## src/rtl/poly_pitch_generator_pkg.sv

```systemverilog
`default_nettype none
// ============================================================================
// Module   : poly_pitch_generator_pkg
// Purpose  : Register map constants and sizing helper for the polyphonic
//            pitch generator.
// Revision : 1.0 - initial release
// ============================================================================
package poly_pitch_generator_pkg;

  localparam logic [1:0] REG_PERIOD = 2'd0;
  localparam logic [1:0] REG_DUR    = 2'd1;
  localparam logic [1:0] REG_CTRL   = 2'd2;

  // Ceiling log2; clog2(1) = 0.
  function automatic int clog2(input int value);
    int r;
    r = 0;
    while ((1 << r) < value) r = r + 1;
    return r;
  endfunction

endpackage
`default_nettype wire

```

## src/rtl/poly_pitch_generator_if.sv

```systemverilog
`default_nettype none
// ============================================================================
// Module   : poly_pitch_generator_if
// Purpose  : MIO register bus between the CPU side and the pitch generator.
// Revision : 1.0 - initial release
// ============================================================================
interface poly_pitch_generator_if #(
  parameter int AW = 4
) ();
  logic          we;
  logic [AW-1:0] addr;
  logic [31:0]   wdata;
  logic [31:0]   rdata;

  modport master (output we, output addr, output wdata, input rdata);
  modport slave  (input we, input addr, input wdata, output rdata);
endinterface
`default_nettype wire

```

## src/rtl/poly_pitch_generator_tone_channel.sv

```systemverilog
`default_nettype none
// ============================================================================
// Module   : tone_channel
// Purpose  : One square-wave voice: half-period counter, wave toggle and
//            optional millisecond duration that silences the voice.
// Revision : 1.0 - initial release
// ============================================================================
module tone_channel #(
  parameter int DIV_W = 20,
  parameter int DUR_W = 16
) (
  input  wire logic             clk,
  input  wire logic             rst,
  input  wire logic             period_we,
  input  wire logic             dur_we,
  input  wire logic             tick,
  input  wire logic [DIV_W-1:0] period_data,
  input  wire logic [DUR_W-1:0] dur_data,
  output logic                  wave,
  output logic                  active,
  output logic                  expire,
  output logic [DIV_W-1:0]      period,
  output logic [DUR_W-1:0]      remaining
);

  logic [DIV_W-1:0] phase;
  logic             chan_we;

  // Any CPU write to this voice takes priority over a tick in the same cycle.
  assign chan_we = period_we | dur_we;
  assign expire  = tick && active && (remaining == DUR_W'(1)) && !chan_we;

  // Period/phase/wave state; a write restarts the phase, expiry silences.
  always_ff @(posedge clk or posedge rst) begin
    if (rst) begin
      period <= '0;
      phase  <= '0;
      wave   <= 1'b0;
      active <= 1'b0;
    end else if (period_we) begin
      period <= period_data;
      phase  <= '0;
      wave   <= 1'b0;
      active <= |period_data;
    end else if (expire) begin
      period <= '0;
      phase  <= '0;
      wave   <= 1'b0;
      active <= 1'b0;
    end else if (active) begin
      if (phase == period - DIV_W'(1)) begin
        phase <= '0;
        wave  <= ~wave;
      end else begin
        phase <= phase + DIV_W'(1);
      end
    end
  end

  // Remaining duration: loaded by the CPU, counts down on ms ticks while playing.
  always_ff @(posedge clk or posedge rst) begin
    if (rst) begin
      remaining <= '0;
    end else if (dur_we) begin
      remaining <= dur_data;
    end else if (!period_we && tick && active && (remaining != '0)) begin
      remaining <= remaining - DUR_W'(1);
    end
  end

endmodule
`default_nettype wire

```

## src/rtl/poly_pitch_generator.sv

```systemverilog
`default_nettype none
// ============================================================================
// Module   : poly_pitch_generator
// Purpose  : N_CH tone voices mixed onto a 1-bit buzzer line through a
//            first-order sigma-delta modulator, with ms prescaler and
//            sticky note-done interrupt flags.
// Revision : 1.0 - initial release
// ============================================================================
module poly_pitch_generator
  import poly_pitch_generator_pkg::*;
#(
  parameter int N_CH     = 4,
  parameter int DIV_W    = 20,
  parameter int DUR_W    = 16,
  parameter int TICK_DIV = 100000
) (
  input  wire logic              clk,
  input  wire logic              rst,
  poly_pitch_generator_if.slave  bus,
  output logic                   irq,
  output logic                   buzzer
);

  localparam int CH_W  = (clog2(N_CH) < 1) ? 1 : clog2(N_CH);
  localparam int AW    = CH_W + 2;
  localparam int PRE_W = (clog2(TICK_DIV) < 1) ? 1 : clog2(TICK_DIV);
  localparam int SUM_W = clog2(N_CH + 1);
  localparam int ACC_W = clog2(2 * N_CH) + 1;

  logic [CH_W-1:0]  ch_sel;
  logic [1:0]       reg_sel;
  logic             ch_valid;
  logic [N_CH-1:0]  period_we;
  logic [N_CH-1:0]  dur_we;
  logic [N_CH-1:0]  w1c;
  logic [N_CH-1:0]  wave;
  logic [N_CH-1:0]  active;
  logic [N_CH-1:0]  expire;
  logic [N_CH-1:0]  done;
  logic [DIV_W-1:0] period    [N_CH];
  logic [DUR_W-1:0] remaining [N_CH];
  logic [PRE_W-1:0] pre;
  logic             tick;
  logic [SUM_W-1:0] sum;
  logic [ACC_W-1:0] acc;
  logic [ACC_W-1:0] acc_n;
  logic [31:0]      rdata;
  logic             unused_wdata;

  assign ch_sel       = bus.addr[AW-1:2];
  assign reg_sel      = bus.addr[1:0];
  assign tick         = (pre == PRE_W'(TICK_DIV - 1));
  assign irq          = |done;
  assign bus.rdata    = rdata;
  assign unused_wdata = ^bus.wdata;

  // Address decode into per-voice write strobes and CTRL clear mask.
  always_comb begin
    ch_valid  = 1'b0;
    period_we = '0;
    dur_we    = '0;
    for (int i = 0; i < N_CH; i++) begin
      if (ch_sel == CH_W'(i)) begin
        ch_valid     = 1'b1;
        period_we[i] = bus.we && (reg_sel == REG_PERIOD);
        dur_we[i]    = bus.we && (reg_sel == REG_DUR);
      end
    end
    w1c = (bus.we && ch_valid && (reg_sel == REG_CTRL)) ? bus.wdata[N_CH-1:0] : '0;
  end

  generate
    for (genvar g = 0; g < N_CH; g++) begin : g_ch
      tone_channel #(.DIV_W(DIV_W), .DUR_W(DUR_W)) u_ch (
        .clk         (clk),
        .rst         (rst),
        .period_we   (period_we[g]),
        .dur_we      (dur_we[g]),
        .tick        (tick),
        .period_data (bus.wdata[DIV_W-1:0]),
        .dur_data    (bus.wdata[DUR_W-1:0]),
        .wave        (wave[g]),
        .active      (active[g]),
        .expire      (expire[g]),
        .period      (period[g]),
        .remaining   (remaining[g])
      );
    end
  endgenerate

  // Free-running ms prescaler.
  always_ff @(posedge clk or posedge rst) begin
    if (rst)       pre <= '0;
    else if (tick) pre <= '0;
    else           pre <= pre + PRE_W'(1);
  end

  // Sticky done flags; a new expiry beats a simultaneous clear.
  always_ff @(posedge clk or posedge rst) begin
    if (rst) done <= '0;
    else     done <= (done & ~w1c) | expire;
  end

  // Combinational register read-back; unmapped slots read as zero.
  always_comb begin
    rdata = '0;
    for (int i = 0; i < N_CH; i++) begin
      if (ch_sel == CH_W'(i)) begin
        case (reg_sel)
          REG_PERIOD: rdata = 32'(period[i]);
          REG_DUR:    rdata = 32'(remaining[i]);
          REG_CTRL:   rdata = {16'(done), 16'(active)};
          default:    rdata = '0;
        endcase
      end
    end
  end

  // Count of voices currently high, fed to the modulator.
  always_comb begin
    sum = '0;
    for (int i = 0; i < N_CH; i++) sum = sum + SUM_W'(wave[i]);
    acc_n = acc + ACC_W'(sum);
  end

  // First-order sigma-delta: emit a 1 whenever the accumulator crosses N_CH.
  always_ff @(posedge clk or posedge rst) begin
    if (rst) begin
      acc    <= '0;
      buzzer <= 1'b0;
    end else if (acc_n >= ACC_W'(N_CH)) begin
      acc    <= acc_n - ACC_W'(N_CH);
      buzzer <= 1'b1;
    end else begin
      acc    <= acc_n;
      buzzer <= 1'b0;
    end
  end

endmodule
`default_nettype wire

```

## src/flat_wrapper.sv

```systemverilog
// flat-port wrapper written by rule: the top's interface ports become plain ports
module poly_pitch_generator_flat import poly_pitch_generator_pkg::*;
#(
  parameter int N_CH     = 4,
  parameter int DIV_W    = 20,
  parameter int DUR_W    = 16,
  parameter int TICK_DIV = 100000
)
  (clk, rst, irq, buzzer, bus_we, bus_addr, bus_wdata, bus_rdata);
  poly_pitch_generator_if #(.AW(4)) bus_i ();
  input  wire logic clk;
  input  wire logic rst;
  output logic irq;
  output logic buzzer;
  input wire logic [$bits(bus_i.we)-1:0] bus_we;
  input wire logic [$bits(bus_i.addr)-1:0] bus_addr;
  input wire logic [$bits(bus_i.wdata)-1:0] bus_wdata;
  output wire logic [$bits(bus_i.rdata)-1:0] bus_rdata;
  assign bus_i.we = bus_we;
  assign bus_i.addr = bus_addr;
  assign bus_i.wdata = bus_wdata;
  assign bus_rdata = bus_i.rdata;
  poly_pitch_generator #(.N_CH(N_CH), .DIV_W(DIV_W), .DUR_W(DUR_W), .TICK_DIV(TICK_DIV)) u_core (.clk(clk), .rst(rst), .bus(bus_i), .irq(irq), .buzzer(buzzer));
endmodule
```

## config.mk

```make
export PLATFORM = sky130hd
export DESIGN_NAME = poly_pitch_generator_flat
export DESIGN_NICKNAME = d
export VERILOG_FILES = /design/src/rtl/poly_pitch_generator_pkg.sv /design/src/rtl/poly_pitch_generator_if.sv /design/src/rtl/poly_pitch_generator_tone_channel.sv /design/src/rtl/poly_pitch_generator.sv /design/src/flat_wrapper.sv
export SDC_FILE = /design/constraint.sdc
export NUM_CORES = 1
export LEC_CHECK = 0
export BUFFER_PORTS_ARGS = -buffer_cell sky130_fd_sc_hd__buf_2
export CORE_ASPECT_RATIO = 1.5
export CORE_UTILIZATION = 40
export CTS_CLUSTER_SIZE = 14
export DETAILED_ROUTE_END_ITERATION = 7
export SETUP_SLACK_MARGIN = 0.02
export SYNTH_ARGS = -nofsm -noshare
export SYNTH_HDL_FRONTEND = slang
export SYNTH_SLANG_ARGS = --single-unit
```

## constraint.sdc

```tcl
create_clock -name clk -period 9.06 [get_ports clk]
set_clock_uncertainty 0.2 [all_clocks]
set_input_delay 0.453 -clock clk [delete_from_list [all_inputs] [get_ports clk]]
set_output_delay 0.453 -clock clk [all_outputs]
set_load 0.02 [all_outputs]
```

Word level (Yosys, flattened, before mapping)
Index checks and enable logic that the tools add are counted.
Word-level totals
  bits in registers: 258
  latch bits: 0
  RAM bits: 0
  memory bits (read-only): 0
  input bits: 39
  output and inout port bits: 34
  word-level logic and storage cells: 212
  memories kept: 0
Operators by class
  add/subtract/negate cells: 18
  multiply operators: 0
  div/mod/pow operators: 0
  magnitude comparators: 1
  equality and inequality tests: 14
  shifts and indexed selects: 0
  multiplexer cells: 80
  bitwise gates (word level): 11
  reduce and logical (&&, ||, !) cells: 64
Operators by type and width (number)
  20-bit two-way mux: 24
  20-bit case mux with 3 select lines: 4
  16-bit two-way mux: 8
  32-bit two-way mux: 4
  20-bit by 1-bit adder with 20-bit output, second input constant: 4
  20-bit == test: 4
  20-bit by 1-bit subtractor with 20-bit output, second input constant: 4
  16-bit by 1-bit == test with 1-bit output, second input constant: 4
  16-bit nonzero test: 4
  16-bit by 1-bit subtractor with 16-bit output, second input constant: 4
  1-bit two-way mux: 37
  1-bit logical AND: 28
  3-bit nonzero test: 8
  20-bit OR reduction: 1
  17-bit by 1-bit adder with 17-bit output, second input constant: 1
  17-bit == test, second input constant: 1
  17-bit two-way mux: 1
  2-bit nonzero test: 8
  1-bit zero test: 8
  4-bit two-way mux: 2
  2-bit AND reduction: 4
  3-bit by 1-bit adder with 3-bit output: 2
  2-bit == test, second input constant: 3
  4-bit by 3-bit adder with 4-bit output: 1
  11 further kinds: 19

Longest topological paths before layout
  depth after elaboration: 11
  gate-level depth with buffers: 11

By module
A second synthesis with hierarchy kept.
Second synthesis, totals
  cell total of the unflattened synthesis: 1910
  area total of the unflattened synthesis: 17294.1 um^2
By module, submodules not included
  tone_channel (u_core.g_ch[2].u_ch ...): times used 2, cells each 425, area an instance 3741.1 um^2, seq. area each 1451.4 um^2
  tone_channel (u_core.g_ch[0].u_ch ...): times used 2, cells each 364, area an instance 3485.8 um^2, seq. area each 1451.4 um^2
  poly_pitch_generator: times used 1, cells each 332, area an instance 2840.2 um^2, seq. area each 650.6 um^2

Worst setup path before layout
OpenSTA, ideal clock, no wires.
  path kind: register -> register
  start point: register u_core.g_ch[2].u_ch.period[0]
  end point: register u_core.g_ch[2].u_ch.phase[10]
  library setup time: 0.119 ns
  arrival time: 2.888 ns
  data required time: 8.741 ns
  setup slack: 5.853 ns
  cell stages (with the launch flop): 11
  buffers on the path: 1
  clock period less this slack: 3.207 ns
  path through: dfrtp_1 -> inv_1 -> ha_1 -> or3b_1 -> or3_1 -> or4_1 -> a211oi_1 -> nand3_1 -> o21ai_2 -> buf_4 -> nor2_1
Between the ends
  longest elaborated chain between the ends: 6
Ends and longest elaborated chain
  from (decl): line poly_pitch_generator_tone_channel.sv:22  | output logic [DIV_W-1:0] period,
  from (signal assigned): line poly_pitch_generator_tone_channel.sv:41  | period <= period_data;
  20-bit by 1-bit subtractor with 20-bit output: line poly_pitch_generator_tone_channel.sv:51  | if (phase == period - DIV_W'(1)) begin
  20-bit == test: line poly_pitch_generator_tone_channel.sv:51
  20-bit two-way mux: line poly_pitch_generator_tone_channel.sv:51
  20-bit two-way mux: line poly_pitch_generator_tone_channel.sv:50  | end else if (active) begin
  20-bit two-way mux: line poly_pitch_generator_tone_channel.sv:45  | end else if (expire) begin
  20-bit two-way mux: line poly_pitch_generator_tone_channel.sv:40  | end else if (period_we) begin
  to (signal assigned): line poly_pitch_generator_tone_channel.sv:55  | phase <= phase + DIV_W'(1);
  to (decl): line poly_pitch_generator_tone_channel.sv:26  | logic [DIV_W-1:0] phase;
No other way between the ends. The select of a mux whose other input is x is not followed.
A chain may end at the register's enable or synchronous reset.

Worst setup path in the final report
  start point: input port bus_addr[3]
  end point: register u_core.g_ch[2].u_ch.phase[16]
Between the ends
  longest elaborated chain between the ends: 7
  elaborated cells on any way between the ends: 9
  classes of those cells: 1 x eq/ne; 4 x mux; 1 x bitwise; 3 x reduce/logical
Ends and longest elaborated chain
  from (decl): line flat_wrapper.sv:16  | input wire logic [$bits(bus_i.addr)-1:0] bus_addr;
  2-bit == test *: line poly_pitch_generator.sv:63  | if (ch_sel == CH_W'(i)) begin
  1-bit two-way mux: line poly_pitch_generator.sv:63
  1-bit OR: line poly_pitch_generator_tone_channel.sv:30  | assign chan_we = period_we | dur_we;
  1-bit zero test: line poly_pitch_generator_tone_channel.sv:31  | assign expire = tick && active && (remaining == DUR_W'(1)) && !chan_we;
  1-bit logical AND: line poly_pitch_generator_tone_channel.sv:31
  20-bit two-way mux: line poly_pitch_generator_tone_channel.sv:45
  20-bit two-way mux: line poly_pitch_generator_tone_channel.sv:40
Every way passes the cells marked *; elsewhere a longest branch is shown, timed or not.

==> run_results.csv <==
group,metric,value,unit
run_status,status,"finished, final reports clean",
routing,wl_per_cell,22.5,um
die,core,40400,um2
power,pwr-share-comb,0.266,
finish,fillers,3853,
setup_path,worst_path_largest_cell_delay,980,ps
clocking,hold_buffers,1,
grt,grt_use_met1,0.287,
yosys,yosys_warnings,0,
finish,mostFrequentLayoutCells,"dfrtp_1 (258), nor2_1 (199), nand2_1 (137)",
clocking,cts_buffers,28,
yosys,yosysSeqAreaShare,0.391,
grt,grt_max_degree,121,
setup_path,worstSetupPathType,"input port to flip-flop",
power,pwr-share-clk,0.305,
finish,final_common_cell,"dfrtp_1",
clocking,cts_tree,"yes",
setup_path,path_delay_family,"simple AND/OR/NAND/NOR gates",
clocking,root_buffer,"clkbuf_16",
sta,clock.fmax,223,MHz
clocking,clkTransAtPathRegs,60,ps
clocking,cts_htree_levels,1,
power,leakagePower,7.49,nW
die,fp-row-count,90,
clocking,postCtsSetupBuffers,0,
setup_path,slowest_stage,"nand3_1",
sta,fin_crit_sh,0.495,
die,ios,73,
grt,grt_util_met2,0.451,
clocking,cts.sinks,258,
setup_path,crit_chain,"buf_2, nor2b_1, nand3_1, and2_1, a31oi_2, o21ai_2, nor2_1",
run,maxCapViolCount,0,
power,peakVddDrop,0.000136,V
place,dp_hpwl,38600,um
place,gp_congestion,0.945,
die,die_h,251,um
power,p_switching,1.45,mW
clocking,clk_latency,570,ps
setup_path,start_kind,"input port",
routing,drc_errors,0,
sta,tightest_slew,1270,ps
setup_path,required,9350,ps
sta,hold_viol_final,0,
clocking,cts_max_path_buffers,3,
routing,first_pass_iters,7,
yosys,yosysTopAreaCellShare,0.391,
grt,gr-usage-all-layers,0.252,
yosys,synth_top_flop_cell,"dfrtp_1",
finish,insertedDiodeCount,0,
grt,grt_pass1_vias,14000,
routing,final_antenna_net_count,0,
place,io_buffer_count,48,
setup_path,worst-path-buf-inv,1,
die,start_util,0.408,
sta,hold_ws,28.3,ps
finish,drive_above_1_share,0.0865,
sta,slew_headroom,0.150,
grt,top_usage_layer,"met2",
yosys,synthTopCellsByArea,"dfrtp_1 (39%), xnor2_1 (7.1%), xor2_1 (5.4%)",
sta,period_needed,4480,ps
power,switching_share,0.360,
grt,grt_pass1_wl,82000,um
yosys,async_flop_share,1.00,
clocking,post_cts_resized,0,
finish,layout.nets,1871,
min_path,hold_class,"input port to flip-flop",
sta,final.setup.tns,0,ps
finish,fin_util,0.445,
yosys,syn_inst,1829,
yosys,yosysTopAreaCell,"dfrtp_1",
routing,vias_per_cell,6.07,
yosys,synth_area,16500,um2
yosys,synth_area_per_cell,9.03,um2
yosys,synth_edf_count,0,
power,pwr_density_cell,224,nW/um2
routing,drt-total-wl,52600,um
setup_path,r2r_setup_slack,5020,ps
yosys,ys_seq_elements,258,
die,die_w,168,um
sta,drv_slew,0,
power,intPower,2.57,mW
sta,setup_viol,0,
grt,grt_overflow,0,
routing,drt_iter0_drc,1094,
finish,area_delta_synth_final,8.97,%
grt,antenna_found_initial,1,
setup_path,crit_fanout,32,
power,seq_power_share,0.429,
grt,grt_use_met3,0.0320,
setup_path,worstPathArrival,4770,ps
yosys,ys_types,83,
setup_path,cp-end-kind,"flip-flop",
routing,via_count,14200,
sta,rsz0062_at_grt,"no",
die,dieArea,42100,um2
-- state kept, by name, indices dropped and copies added (netlist names), 4 cells and up --
signal / count
u_core.g_ch.u_ch.wave: 4
u_core.acc: 4
u_core.done: 4
u_core.g_ch.u_ch.period: 80
u_core.g_ch.u_ch.active: 4
u_core.g_ch.u_ch.remaining: 64
u_core.pre: 17
u_core.g_ch.u_ch.phase: 80
-- metrics by stage --
| step | total power [mW] | cells | instance area, um2 | setup slack (ps) |
|---|---|---|---|---|
| floorplan | 2.44 | 1840 | 16600 | 1310 |
| global route | 4.23 | 2333 | 18000 | 4190 |
| global placement | 2.76 | 2283 | 17000 | 4070 |
| detailed placement | 2.80 | 2283 | 17000 | 4010 |
| finish | 4.02 | 2333 | 18000 | 4580 |
| CTS | 4.03 | 2333 | 18000 | 4590 |
-- final cells by class --
type / instances / area, um2 / area share
clock buffer: 41 / 861 / 0.0478
clock inverter: 8 / 121 / 0.00674
inverter: 49 / 191 / 0.0106
multi-input combinational: 1410 / 9390 / 0.522
sequential: 258 / 6460 / 0.359
tap: 506 / 633 / 0.0352
timing repair buffer: 61 / 340 / 0.0189
-- power groups by stage --
stage | sequential, mW | combinational, mW | clock (mW)
finish | 1.73 | 1.07 | 1.23
global route | 1.75 | 1.19 | 1.29
CTS | 1.71 | 1.07 | 1.25
detailed placement | 1.73 | 1.06 | 0
global placement | 1.73 | 1.03 | 0
floorplan | 1.56 | 0.879 | 0
-- cell families (layout without fill, tap and decap cells) --
logic type	after synthesis	count (layout)	synth area share
AO/OA/AOI/OAI	352	352	0.148
buffers and inverters	172	159	0.0439
flip-flops	258	258	0.391
XOR/XNOR	236	236	0.125
other	1	12	0.000227
AND/OR/NAND/NOR	730	730	0.227
multiplexers	56	56	0.0453
adder cells (fa/ha/maj)	24	24	0.0191
-- per-layer routing --
| metal | wire length, um | vias to the layer above | share of wire |
|---|---|---|---|
| li1 | - | 6484 | - |
| met1 | 19800 | 7058 | 0.38 |
| met2 | 26600 | 489 | 0.51 |
| met3 | 2900 | 138 | 0.055 |
| met4 | 3280 | 2 | 0.062 |
| met5 | 13 | - | 0.00025 |
-- Yosys cell counts (32+ instances only) --
cell type,instances
nand2_1,137
inv_1,49
a22o_1,64
nor3_1,81
o21ai_0,84
a21oi_1,73
nor4_1,41
dfrtp_1,258
mux2i_1,32
xnor2_1,134
nor2_1,199
clkbuf_1,83
xor2_1,102
nand3_1,57
-- final timing paths --
kind / depth (start not counted) / end / from
max in group asynchronous: 4 / u_core.g_ch[0].u_ch.phase[5]$_DFFE_PP0P_ / rst
min in group asynchronous: 3 / u_core.g_ch[1].u_ch.phase[15]$_DFFE_PP0P_ / rst
min reg2reg: 1 / u_core.pre[0]$_DFF_PP0_ / u_core.pre[0]$_DFF_PP0_
max reg2reg: 7 / u_core.g_ch[3].u_ch.phase[1]$_DFFE_PP0P_ / u_core.pre[9]$_DFF_PP0_
min: 2 / u_core.g_ch[3].u_ch.remaining[1]$_DFFE_PP0P_ / bus_wdata[1]
max: 7 / u_core.g_ch[2].u_ch.phase[16]$_DFFE_PP0P_ / bus_addr[3]
Power figures use the tool's default switching activity.
